`src/rtl/soc_bus_pkg.sv`:
```
// rtl/soc_bus_pkg.sv - shared defaults and types for the SoC data-bus router
package soc_bus_pkg;

    localparam int DEF_NUM_SLAVES = 8;
    localparam int TGT_W          = $clog2(DEF_NUM_SLAVES + 1);

    typedef logic [TGT_W-1:0] tgt_idx_t;

    // The error responder occupies the index one past the last real slave.
    localparam tgt_idx_t ERR_IDX = tgt_idx_t'(DEF_NUM_SLAVES);

    localparam logic [DEF_NUM_SLAVES-1:0][31:0] DEF_SLAVE_BASE = {
        32'h0101_0000, 32'h0100_3000, 32'h0100_2000, 32'h0100_1000,
        32'h0100_0000, 32'h0010_0000, 32'h0001_0000, 32'h0000_0000
    };

    localparam logic [DEF_NUM_SLAVES-1:0][31:0] DEF_SLAVE_MASK = {
        32'hFFFF_0000, 32'hFFFF_F000, 32'hFFFF_F000, 32'hFFFF_F000,
        32'hFFFF_F000, 32'hFFFF_C000, 32'hFFFF_C000, 32'hFFFF_F000
    };

    localparam logic [31:0] DEF_ERR_RDATA = 32'hDEAD_BEEF;

endpackage

```
`src/rtl/soc_route_fifo.sv`:
```
// rtl/soc_route_fifo.sv - synchronous FIFO of issued target indices
module soc_route_fifo #(
    parameter int WIDTH = 4,
    parameter int DEPTH = 2
) (
    input  logic             clk,
    input  logic             rst,
    input  logic             push_i,
    input  logic [WIDTH-1:0] data_i,
    input  logic             pop_i,
    output logic [WIDTH-1:0] head_o,
    output logic             full_o,
    output logic             empty_o
);

    localparam int PTR_W = (DEPTH > 1) ? $clog2(DEPTH) : 1;
    localparam int CNT_W = $clog2(DEPTH + 1);

    logic [WIDTH-1:0] mem_q [DEPTH];
    logic [PTR_W-1:0] wr_ptr_q, wr_ptr_d;
    logic [PTR_W-1:0] rd_ptr_q, rd_ptr_d;
    logic [CNT_W-1:0] count_q, count_d;
    logic             do_push, do_pop;

    function automatic logic [PTR_W-1:0] ptr_inc(input logic [PTR_W-1:0] p);
        return (p == PTR_W'(DEPTH - 1)) ? '0 : p + PTR_W'(1);
    endfunction

    assign empty_o = (count_q == '0);
    assign full_o  = (count_q == CNT_W'(DEPTH));
    assign head_o  = mem_q[rd_ptr_q];

    // A pop in the same cycle frees the slot, so a full FIFO may still accept.
    assign do_pop  = pop_i && !empty_o;
    assign do_push = push_i && (!full_o || do_pop);

    always_comb begin
        wr_ptr_d = do_push ? ptr_inc(wr_ptr_q) : wr_ptr_q;
        rd_ptr_d = do_pop  ? ptr_inc(rd_ptr_q) : rd_ptr_q;
        count_d  = count_q;
        if (do_push && !do_pop) begin
            count_d = count_q + CNT_W'(1);
        end else if (do_pop && !do_push) begin
            count_d = count_q - CNT_W'(1);
        end
    end

    always_ff @(posedge clk) begin
        if (rst) begin
            wr_ptr_q <= '0;
            rd_ptr_q <= '0;
            count_q  <= '0;
        end else begin
            wr_ptr_q <= wr_ptr_d;
            rd_ptr_q <= rd_ptr_d;
            count_q  <= count_d;
        end
    end

    always_ff @(posedge clk) begin
        if (do_push) begin
            mem_q[wr_ptr_q] <= data_i;
        end
    end

endmodule

```
`src/rtl/soc_bus_router.sv`:
```
// rtl/soc_bus_router.sv - 1-master/N-slave data-bus router with base/mask decode
module soc_bus_router
    import soc_bus_pkg::*;
#(
    parameter int NUM_SLAVES = 8,
    parameter int ADDR_WIDTH = 32,
    parameter int DATA_WIDTH = 32,
    parameter int MAX_OUTST  = 2,
    parameter logic [NUM_SLAVES-1:0][ADDR_WIDTH-1:0] SLAVE_BASE = DEF_SLAVE_BASE,
    parameter logic [NUM_SLAVES-1:0][ADDR_WIDTH-1:0] SLAVE_MASK = DEF_SLAVE_MASK,
    parameter logic [DATA_WIDTH-1:0] ERR_RDATA = DEF_ERR_RDATA
) (
    input  logic                             clk,
    input  logic                             rst,
    input  logic                             m_req,
    output logic                             m_gnt,
    input  logic [ADDR_WIDTH-1:0]            m_addr,
    input  logic                             m_we,
    input  logic [DATA_WIDTH/8-1:0]          m_be,
    input  logic [DATA_WIDTH-1:0]            m_wdata,
    output logic                             m_rvalid,
    output logic [DATA_WIDTH-1:0]            m_rdata,
    output logic                             m_err,
    output logic [NUM_SLAVES-1:0]            s_req,
    input  logic [NUM_SLAVES-1:0]            s_gnt,
    output logic [ADDR_WIDTH-1:0]            s_addr,
    output logic                             s_we,
    output logic [DATA_WIDTH/8-1:0]          s_be,
    output logic [DATA_WIDTH-1:0]            s_wdata,
    input  logic [NUM_SLAVES-1:0]            s_rvalid,
    input  logic [NUM_SLAVES*DATA_WIDTH-1:0] s_rdata,
    output logic [15:0]                      err_count
);

    localparam int            TW      = $clog2(NUM_SLAVES + 1);
    localparam logic [TW-1:0] ERR_TGT = TW'(NUM_SLAVES);

    logic [TW-1:0]         tgt, head;
    logic                  fifo_full, fifo_empty;
    logic                  tgt_is_err, head_is_err;
    logic                  sel_gnt, issue_ok, rsp_valid;
    logic [DATA_WIDTH-1:0] rsp_data;
    logic [NUM_SLAVES-1:0] exp_rvalid;
    logic                  stray_rvalid;
    logic                  err_pend_q, err_pend_d;
    logic [15:0]           err_count_q, err_count_d;

    assign s_addr  = m_addr;
    assign s_we    = m_we;
    assign s_be    = m_be;
    assign s_wdata = m_wdata;

    // Scan downwards so the lowest matching index is the one left standing.
    always_comb begin
        tgt = ERR_TGT;
        for (int i = NUM_SLAVES - 1; i >= 0; i--) begin
            if ((m_addr & SLAVE_MASK[i]) == SLAVE_BASE[i]) begin
                tgt = TW'(i);
            end
        end
    end

    assign tgt_is_err  = (tgt == ERR_TGT);
    assign head_is_err = (head == ERR_TGT);

    always_comb begin
        sel_gnt = 1'b0;
        for (int i = 0; i < NUM_SLAVES; i++) begin
            if (tgt == TW'(i)) begin
                sel_gnt = s_gnt[i];
            end
        end
    end

    // All queued routes share one target, so the head doubles as last-issued.
    assign issue_ok = !rst && m_req && (!fifo_full || rsp_valid)
                    && (fifo_empty || (tgt == head));
    assign m_gnt    = issue_ok && (tgt_is_err || sel_gnt);

    always_comb begin
        s_req = '0;
        for (int i = 0; i < NUM_SLAVES; i++) begin
            if (issue_ok && (tgt == TW'(i))) begin
                s_req[i] = 1'b1;
            end
        end
    end

    always_comb begin
        rsp_valid  = 1'b0;
        rsp_data   = '0;
        exp_rvalid = '0;
        if (!rst && !fifo_empty) begin
            if (head_is_err) begin
                rsp_valid = err_pend_q;
                rsp_data  = ERR_RDATA;
            end else begin
                for (int i = 0; i < NUM_SLAVES; i++) begin
                    if (head == TW'(i)) begin
                        exp_rvalid[i] = 1'b1;
                        rsp_valid     = s_rvalid[i];
                        rsp_data      = s_rdata[i*DATA_WIDTH +: DATA_WIDTH];
                    end
                end
            end
        end
    end

    assign m_rvalid = rsp_valid;
    assign m_rdata  = rsp_valid ? rsp_data : '0;
    assign m_err    = rsp_valid && head_is_err;

    soc_route_fifo #(
        .WIDTH (TW),
        .DEPTH (MAX_OUTST)
    ) u_route_fifo (
        .clk     (clk),
        .rst     (rst),
        .push_i  (m_gnt),
        .data_i  (tgt),
        .pop_i   (rsp_valid),
        .head_o  (head),
        .full_o  (fifo_full),
        .empty_o (fifo_empty)
    );

    assign err_pend_d = m_gnt && tgt_is_err;

    always_comb begin
        err_count_d = err_count_q;
        if (err_pend_q && (err_count_q != 16'hFFFF)) begin
            err_count_d = err_count_q + 16'd1;
        end
    end

    always_ff @(posedge clk) begin
        if (rst) begin
            err_pend_q  <= 1'b0;
            err_count_q <= '0;
        end else begin
            err_pend_q  <= err_pend_d;
            err_count_q <= err_count_d;
        end
    end

    assign err_count = err_count_q;

    assign stray_rvalid = |(s_rvalid & ~exp_rvalid);

    a_no_stray_rvalid: assert property (@(posedge clk) disable iff (rst) !stray_rvalid);

endmodule
```
`config.mk`:
```
export PLATFORM = sky130hd
export DESIGN_NAME = soc_bus_router
export DESIGN_NICKNAME = d
export VERILOG_FILES = /design/src/rtl/soc_bus_pkg.sv /design/src/rtl/soc_route_fifo.sv /design/src/rtl/soc_bus_router.sv
export SDC_FILE = /design/constraint.sdc
export NUM_CORES = 1
export LEC_CHECK = 0
export CAP_MARGIN = 20
export CORE_AREA = 2 2 181 183
export DETAILED_ROUTE_END_ITERATION = 16
export DIE_AREA = 0 0 183 185
export GPL_TIMING_DRIVEN = 0
export RECOVER_POWER = 50
export SETUP_SLACK_MARGIN = 0.5
export SYNTH_ARGS = -nofsm -noshare
export SYNTH_HDL_FRONTEND = slang
export SYNTH_SLANG_ARGS = --single-unit
```
`constraint.sdc`:
```
create_clock -name clk -period 5.75 [get_ports clk]
set_input_delay 1.4375 -clock clk [delete_from_list [all_inputs] [get_ports clk]]
set_output_delay 1.4375 -clock clk [all_outputs]
set_load 0.01 [all_outputs]
```
# After elaboration in Yosys (flattened, before gate mapping)
# Memories as Yosys holds them, arrays and structs flattened. A register that Yosys moved wholly into a read port is not among the register bits.
# Index checks and enable logic that the tools add are counted.
[totals]
register_bits = 21
latch_bits = 0
ramBits = 8
romBits = 0
out_inout_bits = 128
mem_count = 1
[op_classes]
addsub = 5
multipliers = 0
div = 0
magnitude_cmp = 0
n_eq_ne = 26
shift = 0
n_mux = 53
bitwise = 0
reduce_logical = 34
[memory_table]
columns = ["memory", "words", "word_bits", "read_ports", "rd_ports_with_merged_regs", "wr", "line", "source"]
rows = [
  ["u_route_fifo.mem_q", 2, 4, 1, 1, 1, "soc_route_fifo.sv:19", "logic [WIDTH-1:0] mem_q [DEPTH];"],
]
[op_table]
columns = ["cell", "count"]
rows = [
  ["$mux 32", 11],
  ["$eq 20x13->1 const B", 4],
  ["$eq 4x3->1 const B", 8],
  ["$logic_not 32->1", 1],
  ["$mux 1", 32],
  ["$mux 4", 8],
  ["$logic_and 1x1->1", 20],
  ["$eq 18x3->1 const B", 1],
  ["$eq 18x7->1 const B", 1],
  ["$add 16x1->16 const B", 1],
  ["$eq 16x9->1 const B", 1],
  ["$eq 4x2->1 const B", 4],
  ["$ne 16x16->1 const B", 1],
  ["$eq 4x1->1 const B", 2],
  ["$eq 4x4->1 const B", 2],
  ["$logic_not 4->1", 2],
  ["$logic_not 1->1", 5],
  ["$eq 4x4->1", 1],
  ["$logic_or 1x1->1", 4],
  ["$mux 2", 2],
  ["$add 1x1->1 const B", 2],
  ["$add 2x1->2 const B", 1],
  ["$eq 2x2->1 const B", 1],
  ["$logic_not 2->1", 1],
  ["2 further kinds", 2],
]

# Longest topological paths before layout
# Gate-level depths: netlist of the first run.
[logic_depth]
ltp_word = 25
ltp_mapped = 14
depth_no_buf = 11

# Hierarchy
# Synthesis of the first run repeated with hierarchy kept, for this count alone.
[unflattened]
hier_cells = 565
area_unflattened_um2 = 4272.8
[by_module_without_submodules]
columns = ["module", "instances", "cells_per_inst", "area_per_inst_um2", "seq_area_each_um2"]
rows = [
  ["soc_bus_router", 1, 528, 3754.9, 340.3],
  ["soc_route_fifo", 1, 37, 518.0, 340.3],
]

# Worst setup path before layout of the first run
# Ideal clock, no wire load.
[synth_timing]
path_type = "in2out"
from = "input port m_addr[24]"
to = "output port s_req[1]"
arrival_ns = 3.170
path_slack_ns = 1.142
path_stages = 8
path_cell_list = "clkbuf_1 nor4b_1 nand4_1 o22ai_1 o32ai_1 o22ai_1 nand4b_2 nor4b_1"
[synth_via]
elab_chain_cells = 14
word_cells_on_any_way = 22
classes_between = "eq/ne (9); mux (9); reduce/logical (4)"
[synth_lines]
columns = ["element", "line", "source"]
rows = [
  ["start: declaration", "soc_bus_router.sv:17", "input logic [ADDR_WIDTH-1:0] m_addr,"],
  ["$eq 16x9->1", "soc_bus_router.sv:57", "if ((m_addr & SLAVE_MASK[i]) == SLAVE_BASE[i]) begin"],
  ["$mux 4 (7 in series)", "soc_bus_router.sv:57", ""],
  ["$mux 4 (*)", "soc_bus_router.sv:57", ""],
  ["$eq 4x4->1", "soc_bus_router.sv:77", "&& (fifo_empty || (tgt == head));"],
  ["$logic_or 1x1->1", "soc_bus_router.sv:77", ""],
  ["$logic_and 1x1->1", "soc_bus_router.sv:77", ""],
  ["$logic_and 1x1->1 (*)", "soc_bus_router.sv:83", "if (issue_ok && (tgt == TW'(i))) begin"],
  ["$mux 1 (*)", "soc_bus_router.sv:83", ""],
  ["end: declaration", "soc_bus_router.sv:24", "output logic [NUM_SLAVES-1:0] s_req,"],
]
# Every way passes the cells marked *; elsewhere a longest branch is shown, timed or not.

# Worst setup path after layout of the first run
[layout_timing]
from = "input port m_addr[27]"
to = "output port s_req[4]"
# The elaborated chain is that of the path after synthesis.

==> impl_metrics.json, run 1 <==
{
  "status": "completed",
  "fin_cells": 1492,
  "drt-pass1-iter-count": 6,
  "relSlewSlack": 0.221,
  "cts_made_buffers": 5,
  "ys_async_sr_fraction": 0,
  "row_count": 66,
  "clk_pin_slew_ps": 50,
  "seq_area_frac_synth": 0.150,
  "max_clock_freq_mhz": 187,
  "hold_ws_ps": 497,
  "crit_slowest_cell": "dlygate4sd3_1",
  "fin_area_um2": 9680,
  "antenna_found_initial": 9,
  "overflow": 0,
  "worst_pin_slew_ps": 1150,
  "rsz0062_at_grt": "true",
  "portBuffers": 420,
  "ys_seq_elements": 30,
  "drt_wl_total_um": 31900,
  "syn-num-nets": 982,
  "grt_pass1_vias": 6940,
  "period_share": 0.932,
  "clk_path_buf_depth": 2,
  "hold_depth": 2,
  "endpoint_kind": "output port",
  "ys.warnings.count": 0,
  "crit_chain": "dlygate4sd3_1 > nor4_4 > nand4_1 > buf_4 > buf_4 > o22ai_1 > nor2_1 > o21a_1 > nand4b_4 > buf_6 > nor2_1 > clkdlybuf4s15_1",
  "area_delta_synth_final_pct": 113,
  "io_pins": 472,
  "die_x_um": 183,
  "place_hpwl_um": 27100,
  "fin_crit_ps": 5360,
  "hp-class": "reg -> reg",
  "die_area_um2": 33900,
  "nets": 1425,
  "wl_per_cell_um": 21.4,
  "layout-drive-gt1-share": 0.158,
  "cts_root_buffer": "clkbuf_16",
  "regToRegEndpoint": "u_route_fifo.count_q[1]",
  "drt_iter0_drc": 395,
  "place_area_um2": 9260,
  "worstSetupPathType": "in -> out",
  "reg2reg_depth": 13,
  "max_stage_delay_ps": 590,
  "nFillCells": 3474,
  "die_h_um": 185,
  "clk_latency_ps": 270,
  "slew_viol_final": 0,
  "drv_cap": 0,
  "place_inst": 1464,
  "required_ps": 4310,
  "cp_top_family": "buffers and inverters",
  "min_to": "u_route_fifo.rd_ptr_q",
  "numClockSinks": 30,
  "tritoncts": "done",
  "min_from": "u_route_fifo.rd_ptr_q",
  "ir_drop_mv": 0.0980,
  "power.density_nw_per_um2": 108,
  "layout_common_cells": "324 x clkdlybuf4s50_1, 84 x buf_4, 76 x nand2_1",
  "grt_usage": 0.175,
  "crit_start": "m_addr[27]",
  "via_per_inst": 4.59,
  "detail-route-antenna-nets": 0,
  "grt_max_degree": 11,
  "critPathMaxFanout": 7,
  "htreeDepth": 2,
  "netlist_instances": 636,
  "finClkSkew_ps": 5.67,
  "ys_types": 68,
  "reg2reg_slack_ps": 2140,
  "leakagePower_uw": 0.00374,
  "setup_violations": 0,
  "synth_area_um2": 4550,
  "synthFlopType": "dfxtp_1",
  "coreArea_um2": 32000,
  "worstPathArrival_ps": 3920,
  "hold_viol_final": 0,
  "synth_edf_count": 8,
  "start_util": 0.142,
  "drc_errors": 0,
  "final_common_cell": "clkdlybuf4s50_1",
  "routed-via-count": 6847,
  "cp_num_buf_inv": 5,
  "syn_avg_cell_area_um2": 7.15,
  "critPathLaunchType": "input pin",
  "routabilityCongestion": 0.912,
  "grt_pass1_wl_um": 43700
}
[per-stage QoR]
stage | utilization | power [uW] | TNS (ps) | worst slack (ps)
floorplan | - | 447 | 0 | 1140
global placement | 0.289 | 780 | -1330 | -244
detailed placement | 0.289 | 784 | -1070 | -185
CTS | 0.299 | 1060 | 0 | 444
global route | 0.302 | 1100 | 0 | 211
finish | 0.302 | 1040 | 0 | 389
[worst min-delay path: cells and delay by family, from the launching register on]
kind | cells | cell delay [ps]
DFF | 1 | 310
xor gates and xnor gates | 1 | 80
and+or+nand+nor | 1 | 70
[layer usage]
layer  vias to the layer above  global-route usage  wire length (um)
li1                       3248                   -                 -
met1                      3199               0.199             12200
met2                       341               0.315             15900
met3                        49              0.0482              2780
met4                        10              0.0573               920
met5                         -                   0                66
[where the power goes]
group	switching (uW)	total, uW	internal (uW)
registers	16.3	247	231
logic	221	541	320
clock network	85.5	256	171
total	323	1040	722
[sequential cells by signal, summed over array words and instances, names as in the netlist, named ones only]
name,cells
err_count,16
u_route_fifo.mem_q,8
u_route_fifo.wr_ptr_q,1
err_pend_q,1
u_route_fifo.rd_ptr_q,1
u_route_fifo.count_q,2
[repair_timing]
action,in CTS,in global routing
pin swaps,12,7
setup buffers,13,3
cloned,0,0
hold endpoints to repair,0,0
gates resized for setup,60,53
setup endpoints to repair,38,42
hold buffers,0,0
[synthesized netlist by cell type, types with 5 or more instances]
master     count  area [um2]
o2bb2ai_1      6        52.6
and3_1         8        50.1
inv_1          8        30.0
dfxtp_1       22         440
o21ai_0       38         190
nand3_1       26         130
a222oi_1      27         270
a21oi_1       57         285
nand4_1        9        56.3
or3_1          6        37.5
and2_1         5        31.3
buf_4         70         526
nor3_1        13        65.1
nand2b_1       5        31.3
xor2_1        11        96.3
a31oi_1       11        68.8
a221oi_1      21         184
a211oi_2       7        87.6
buf_2         10        50.1
mux2i_1       11         110
nand2_1       76         285
a22oi_1       14         105
nor2_1        49         184
o22ai_1        9        56.3
buf_1          5        18.8
clkbuf_1      31         116
edfxtp_1       8         240
[final cells by class]
cell class / count / area, um2 / area share
clock inverter: 1 / 5.00 / 0.000517
multi-input combinational: 478 / 3210 / 0.332
timing repair buffer: 436 / 4290 / 0.443
buffer: 119 / 796 / 0.0822
tap: 408 / 510 / 0.0528
sequential: 30 / 681 / 0.0703
clock buffer: 7 / 143 / 0.0147
antenna: 4 / 10.0 / 0.00103
inverter: 9 / 33.8 / 0.00349
[worst max-delay path by stage]
stage	endpoint	slack, ps	depth (start not counted)
final	s_req[4]	390	12
after global routing	s_req[4]	210	12
after CTS	m_rdata[21]	440	9
after detailed placement	s_req[1]	-180	10
after global placement	s_req[1]	-240	10
after floorplan	s_req[1]	1140	8
[logic make-up (layout without fill, tap and decap cells)]
kind of cell | count (synthesis) | count (layout) | share of synthesized area
xor+xnor | 13 | 13 | 0.0250
compound gates | 218 | 218 | 0.352
mux | 14 | 14 | 0.0325
fa+ha+maj | 2 | 2 | 0.00550
other cells | 0 | 4 | 0
simple gates | 231 | 231 | 0.264
buf+inv | 128 | 572 | 0.171
flops | 30 | 30 | 0.150
Note: power is estimated with default switching activity, not from simulation.
==> run 2, diff against run 1 <==
==> constraint.sdc (replaced) <==
create_clock -name clk -period 5.75 [get_ports clk]
set_input_delay 0.575 -clock clk [delete_from_list [all_inputs] [get_ports clk]]
set_output_delay 0.575 -clock clk [all_outputs]
set_load 0.01 [all_outputs]
==> run 2 against run 1 <==
  * Hold slack improved by 1.2 ps
  * First-iteration DRC count shrank 1.8%
  * Sequential cell count did not move
  * Via count down 1.4%
  * Worst setup slack improved by 700 ps
  * Clock power about the same
  * Critical path depth shrank 2
  * Clock skew fell by 0.65 ps
  * Largest power group unchanged
==> impl_metrics.json, run 2 (synthesis gave the netlist of run 1 again) <==
{
  "cts_made_buffers": 5,
  "io_pins": 472,
  "layout-drive-gt1-share": 0.110,
  "drv_cap": 0,
  "max_stage_delay_ps": 790,
  "area_delta_synth_final_pct": 106,
  "wl_per_cell_um": 21.4,
  "leakagePower_uw": 0.00339,
  "grt_usage": 0.173,
  "place_area_um2": 9260,
  "final_core_util": 0.293,
  "row_count": 66,
  "hold_ws_ps": 498,
  "via_per_inst": 4.58,
  "routed-via-count": 6754,
  "numClockSinks": 30,
  "cts-resized-gates": 0,
  "grt_pass1_wl_um": 43200,
  "fin_area_um2": 9390,
  "fin_ws_ps": 1090,
  "endpoint_kind": "output port",
  "hp-class": "reg -> reg",
  "required_ps": 5180,
  "antenna_found_initial": 9,
  "detail-route-antenna-nets": 0,
  "cp_num_buf_inv": 4,
  "cts_setup_buffers": 0,
  "relSlewSlack": 0.214,
  "ir_drop_mv": 0.0952,
  "final_common_cell": "clkdlybuf4s50_1",
  "portBuffers": 420,
  "min_from": "u_route_fifo.rd_ptr_q",
  "cts_root_buffer": "clkbuf_16",
  "coreArea_um2": 32000,
  "worstPathArrival_ps": 4090,
  "routabilityCongestion": 0.912,
  "start_util": 0.142,
  "crit_slowest_cell": "clkbuf_1",
  "layout_common_cells": "349 x clkdlybuf4s50_1, 76 x nand2_1, 71 x dlygate4sd3_1",
  "hold_viol_final": 0,
  "die_x_um": 183,
  "drt-pass1-iter-count": 6,
  "status": "completed",
  "min_to": "u_route_fifo.rd_ptr_q",
  "tritoncts": "done",
  "overflow": 0,
  "fin_tns_setup_ps": 0,
  "place_hpwl_um": 27100,
  "fin_crit_ps": 4660,
  "nFillCells": 3486,
  "regToRegEndpoint": "u_route_fifo.count_q[1]",
  "cp_top_family": "buffers and inverters",
  "finClkSkew_ps": 5.02,
  "grt_pass1_vias": 6850,
  "drc_errors": 0,
  "reg2reg_slack_ps": 2270,
  "clk_path_buf_depth": 2,
  "slew_viol_final": 0,
  "reg2reg_depth": 10,
  "largest_reg_flops": 16,
  "max_clock_freq_mhz": 215,
  "htreeDepth": 2,
  "setup_violations": 0,
  "power.density_nw_per_um2": 109,
  "clk_pin_slew_ps": 50,
  "clk_latency_ps": 270,
  "period_share": 0.811,
  "die_area_um2": 33900,
  "holdBufCountCts": 0,
  "die_h_um": 185,
  "drt_iter0_drc": 388,
  "hold_depth": 2,
  "rsz0062_at_grt": "false",
  "critPathMaxFanout": 10,
  "critPathLaunchType": "flop",
  "drt_wl_total_um": 31600,
  "worst_pin_slew_ps": 1160,
  "nets": 1409,
  "worstSetupPathType": "reg -> out",
  "grt_max_degree": 11,
  "crit_chain": "buf_6 > mux2_1 > a21oi_1 > clkbuf_1 > buf_1 > a221oi_1 > o21ai_1 > nand2_1 > a31oi_1 > clkdlybuf4s50_1",
  "pre_cts_slack_ps": 1340
}
## run 2: worst max-delay path by stage
stage	start	depth (start not counted)	to
floorplan	flop	11	u_route_fifo.count_q[1]
global placement	flop	10	m_rdata[26]
detailed placement	flop	10	m_rdata[23]
CTS	flop	10	m_rdata[23]
global route	m_addr[21]	10	s_req[0]
finish	flop	10	m_rdata[23]
## run 2: layout make-up
type                    instances  area [um2]  share of cell area
repair buffers                420        4200               0.448
multi-input cells             478        3060               0.326
plain buffers                 119         744              0.0793
flip-flops and latches         30         681              0.0725
well taps                     408         510              0.0544
clock buffers                   7         143              0.0152
inverters                       9        33.8             0.00360
diodes                          4        10.0             0.00107
clock inverters                 1        5.00            0.000533
## run 2: per-stage QoR
| step | std cells | power [uW] |
|---|---|---|
| global placement | 1464 | 780 |
| finish | 1476 | 1020 |
| detailed placement | 1464 | 784 |
| CTS | 1472 | 1050 |
| floorplan | 636 | 447 |
| global route | 1475 | 1080 |
## run 2: power by group
group          switching, uW  internal (uW)  leakage, uW
registers               16.1            231     0.000252
logic                    211            309      0.00306
clock network           85.3            171    0.0000739
## run 2: tightest hold or removal path, stage by stage, from the launching register on
cell and delay (ps):
dfxtp_1 310, xor2_1 80, nor2_1 70
## run 2: per-layer routing
layer,wire length (um),track usage,vias up,share of wire
met4,899,0.0579,10,0.028
li1,-,-,3218,-
met2,15700,0.311,351,0.50
met1,12100,0.197,3127,0.38
met3,2830,0.0490,48,0.089
met5,67,0,-,0.0021
==> run 3, diff against run 2 <==
Settings changed: CORE_AREA 2 2 181 183 to 2 2 183 185, DIE_AREA 0 0 183 185 to 0 0 185 187.
Clock period 5.75 ns to 3.9 ns, I/O delays scaled along.
==> run 3 against run 2 <==
  * Sequential power rose by 47%
  * Critical endpoint is now m_rdata[28]
  * Via count rose by 3.6%
  * Worst setup slack worse by 640 ps
  * Clock skew is 0.68 ps lower
  * Register-to-register slack lost 1700 ps
  * Highest routed layer unchanged
  * Sequential share of layout area is 0.47 points lower
  * Combinational power grew 62%
  * Largest cell class unchanged
  * Design area up 7.2%
  * First-iteration DRC count did not move
  * Wire length grew 3.1%
  * Core utilization increased by 1.3 points
  * Non-clock buffer count increased by 40
==> impl_metrics.json, run 3 (synthesis gave the netlist of run 1 again) <==
{
  "status": "completed",
  "die_x_um": 185,
  "hp-class": "reg -> reg",
  "layout-drive-gt1-share": 0.194,
  "die_area_um2": 34600,
  "fin_crit_ps": 3450,
  "clk_path_buf_depth": 2,
  "routabilityCongestion": 0.910,
  "crit_chain": "buf_4 > a32o_1 > buf_6 > a22o_1 > a2111o_1 > a21oi_4 > buf_4 > buf_12 > buf_4 > a31oi_1 > clkdlybuf4s50_1",
  "place_hpwl_um": 27200,
  "reg2reg_slack_ps": 580,
  "grt_usage": 0.177,
  "timing.rr.start": "u_route_fifo.mem_q[1][1]",
  "final_core_util": 0.306,
  "cts_root_buffer": "clkbuf_16",
  "numClockSinks": 30,
  "critPathMaxFanout": 10,
  "finClkSkew_ps": 4.34,
  "clk_latency_ps": 280,
  "nets": 1449,
  "drt_wl_total_um": 32600,
  "hold_ws_ps": 503,
  "max_clock_freq_mhz": 290,
  "path_common_cell": "buf_4",
  "min_from": "u_route_fifo.rd_ptr_q",
  "worstPathArrival_ps": 3060,
  "crit_slowest_cell": "clkdlybuf4s50_1",
  "power.density_nw_per_um2": 158,
  "portBuffers": 420,
  "fin_area_um2": 10100,
  "io_pins": 472,
  "rsz0062_at_grt": "true",
  "critPathLaunchType": "flop",
  "drt-pass1-iter-count": 5,
  "period_share": 0.885,
  "path_depth": 11,
  "hold_viol_final": 0,
  "place_area_um2": 9320,
  "layout_common_cells": "302 x clkdlybuf4s50_1, 114 x buf_4, 77 x dlygate4sd3_1",
  "regToRegEndpoint": "u_route_fifo.count_q[1]",
  "tritoncts": "done",
  "ir_drop_mv": 0.142,
  "routed-via-count": 6994,
  "die_h_um": 187,
  "slew_viol_final": 0,
  "cp_num_buf_inv": 6,
  "wl_per_cell_um": 20.9,
  "max_stage_delay_ps": 520,
  "largest_reg_flops": 16,
  "start_util": 0.138,
  "detail-route-antenna-nets": 0,
  "relSlewSlack": 0.193,
  "nFillCells": 3534,
  "row_count": 67,
  "grt_pass1_vias": 7121,
  "overflow": 0,
  "drv_cap": 0,
  "cts_made_buffers": 5,
  "grt_pass1_wl_um": 45600,
  "reg2reg_depth": 13,
  "cp_top_family": "buffers and inverters",
  "drc_errors": 0,
  "clk_pin_slew_ps": 50,
  "setup_violations": 0,
  "required_ps": 3510,
  "hold_depth": 2,
  "final_common_cell": "clkdlybuf4s50_1",
  "leakagePower_uw": 0.00400,
  "htreeDepth": 2,
  "area_delta_synth_final_pct": 121,
  "worstSetupPathType": "reg -> out",
  "finalPower_uw": 1590,
  "fin_tns_setup_ps": 0,
  "antenna_found_initial": 12,
  "endpoint_kind": "output port",
  "drt_iter0_drc": 388,
  "via_per_inst": 4.49,
  "grt_max_degree": 11,
  "coreArea_um2": 32900,
  "worst_pin_slew_ps": 1190
}
==> run 3: cell types whose count changed in the layout (fill, tap and decap cells not counted), sizes merged <==
cell           delta
clkdlybuf4s50    -47
buf              +44
dlygate4sd2      +32
dlygate4sd3       +6
dlymetal6s2s      +5
clkbuf            -1
clkdlybuf4s15     +1
diode             +1
==> run 3: final cells by class <==
cell class                      instances  area, um2  area share
Antenna cell                            5       12.5     0.00124
Buffer                                119        900      0.0894
Clock buffer                            7        143      0.0142
Clock inverter                          1       5.00    0.000497
Inverter                                9       33.8     0.00336
Multi-Input combinational cell        478       3250       0.323
Sequential cell                        30        682      0.0678
Tap cell                              448        561      0.0557
Timing Repair Buffer                  460       4480       0.445
==> run 3: per-layer routing <==
| metal | track usage | vias up | wire [um] |
|---|---|---|---|
| met4 | 0.0385 | 12 | 669 |
| li1 | - | 3305 | - |
| met5 | 0 | - | 78 |
| met2 | 0.325 | 353 | 16400 |
| met1 | 0.198 | 3279 | 12400 |
| met3 | 0.0551 | 45 | 3040 |
==> run 3: worst reg2reg max path: stages (launching register included) <==
cell,delay [ps]
edfxtp_1,480
buf_4,180
a32o_1,260
buf_6,120
a22o_1,180
a2111o_1,390
buf_6,160
a211o_1,340
nand4b_4,130
buf_6,130
nor2_1,40
ha_1,350
or3_1,350
a21oi_1,140
==> run 3: repair_timing <==
action / in CTS / in global routing
pin swaps: 21 / 10
resized for setup: 126 / 38
setup endpoints to repair: 43 / 23
hold buffers: 0 / 0
cloned: 0 / 2
buffers inserted: 26 / 11
==> run 3: worst max path at each step <==
| stage | to | slack (ps) | from |
|---|---|---|---|
| finish | m_rdata[28] | 450 | u_route_fifo.mem_q[1][1] |
| global route | m_rdata[28] | 280 | u_route_fifo.mem_q[1][1] |
| global placement | m_rdata[30] | -280 | flop |
| detailed placement | m_rdata[28] | -280 | u_route_fifo.mem_q[1][0] |
| floorplan | u_route_fifo.count_q[1] | 960 | flop |
| CTS | m_rdata[28] | 340 | flop |
==> run 3: stage by stage <==
stage,std cells,setup WS (ps)
after global routing,1555,284
after detailed placement,1505,-281
after floorplan,636,961
after CTS,1539,344
after global placement,1504,-281
final,1557,447
==> run 3: power breakdown <==
| part | internal (uW) | switching, uW | total, uW |
|---|---|---|---|
| registers | 341 | 22.7 | 363 |
| clock network | 252 | 133 | 385 |
| logic | 510 | 333 | 843 |
| total | 1100 | 489 | 1590 |
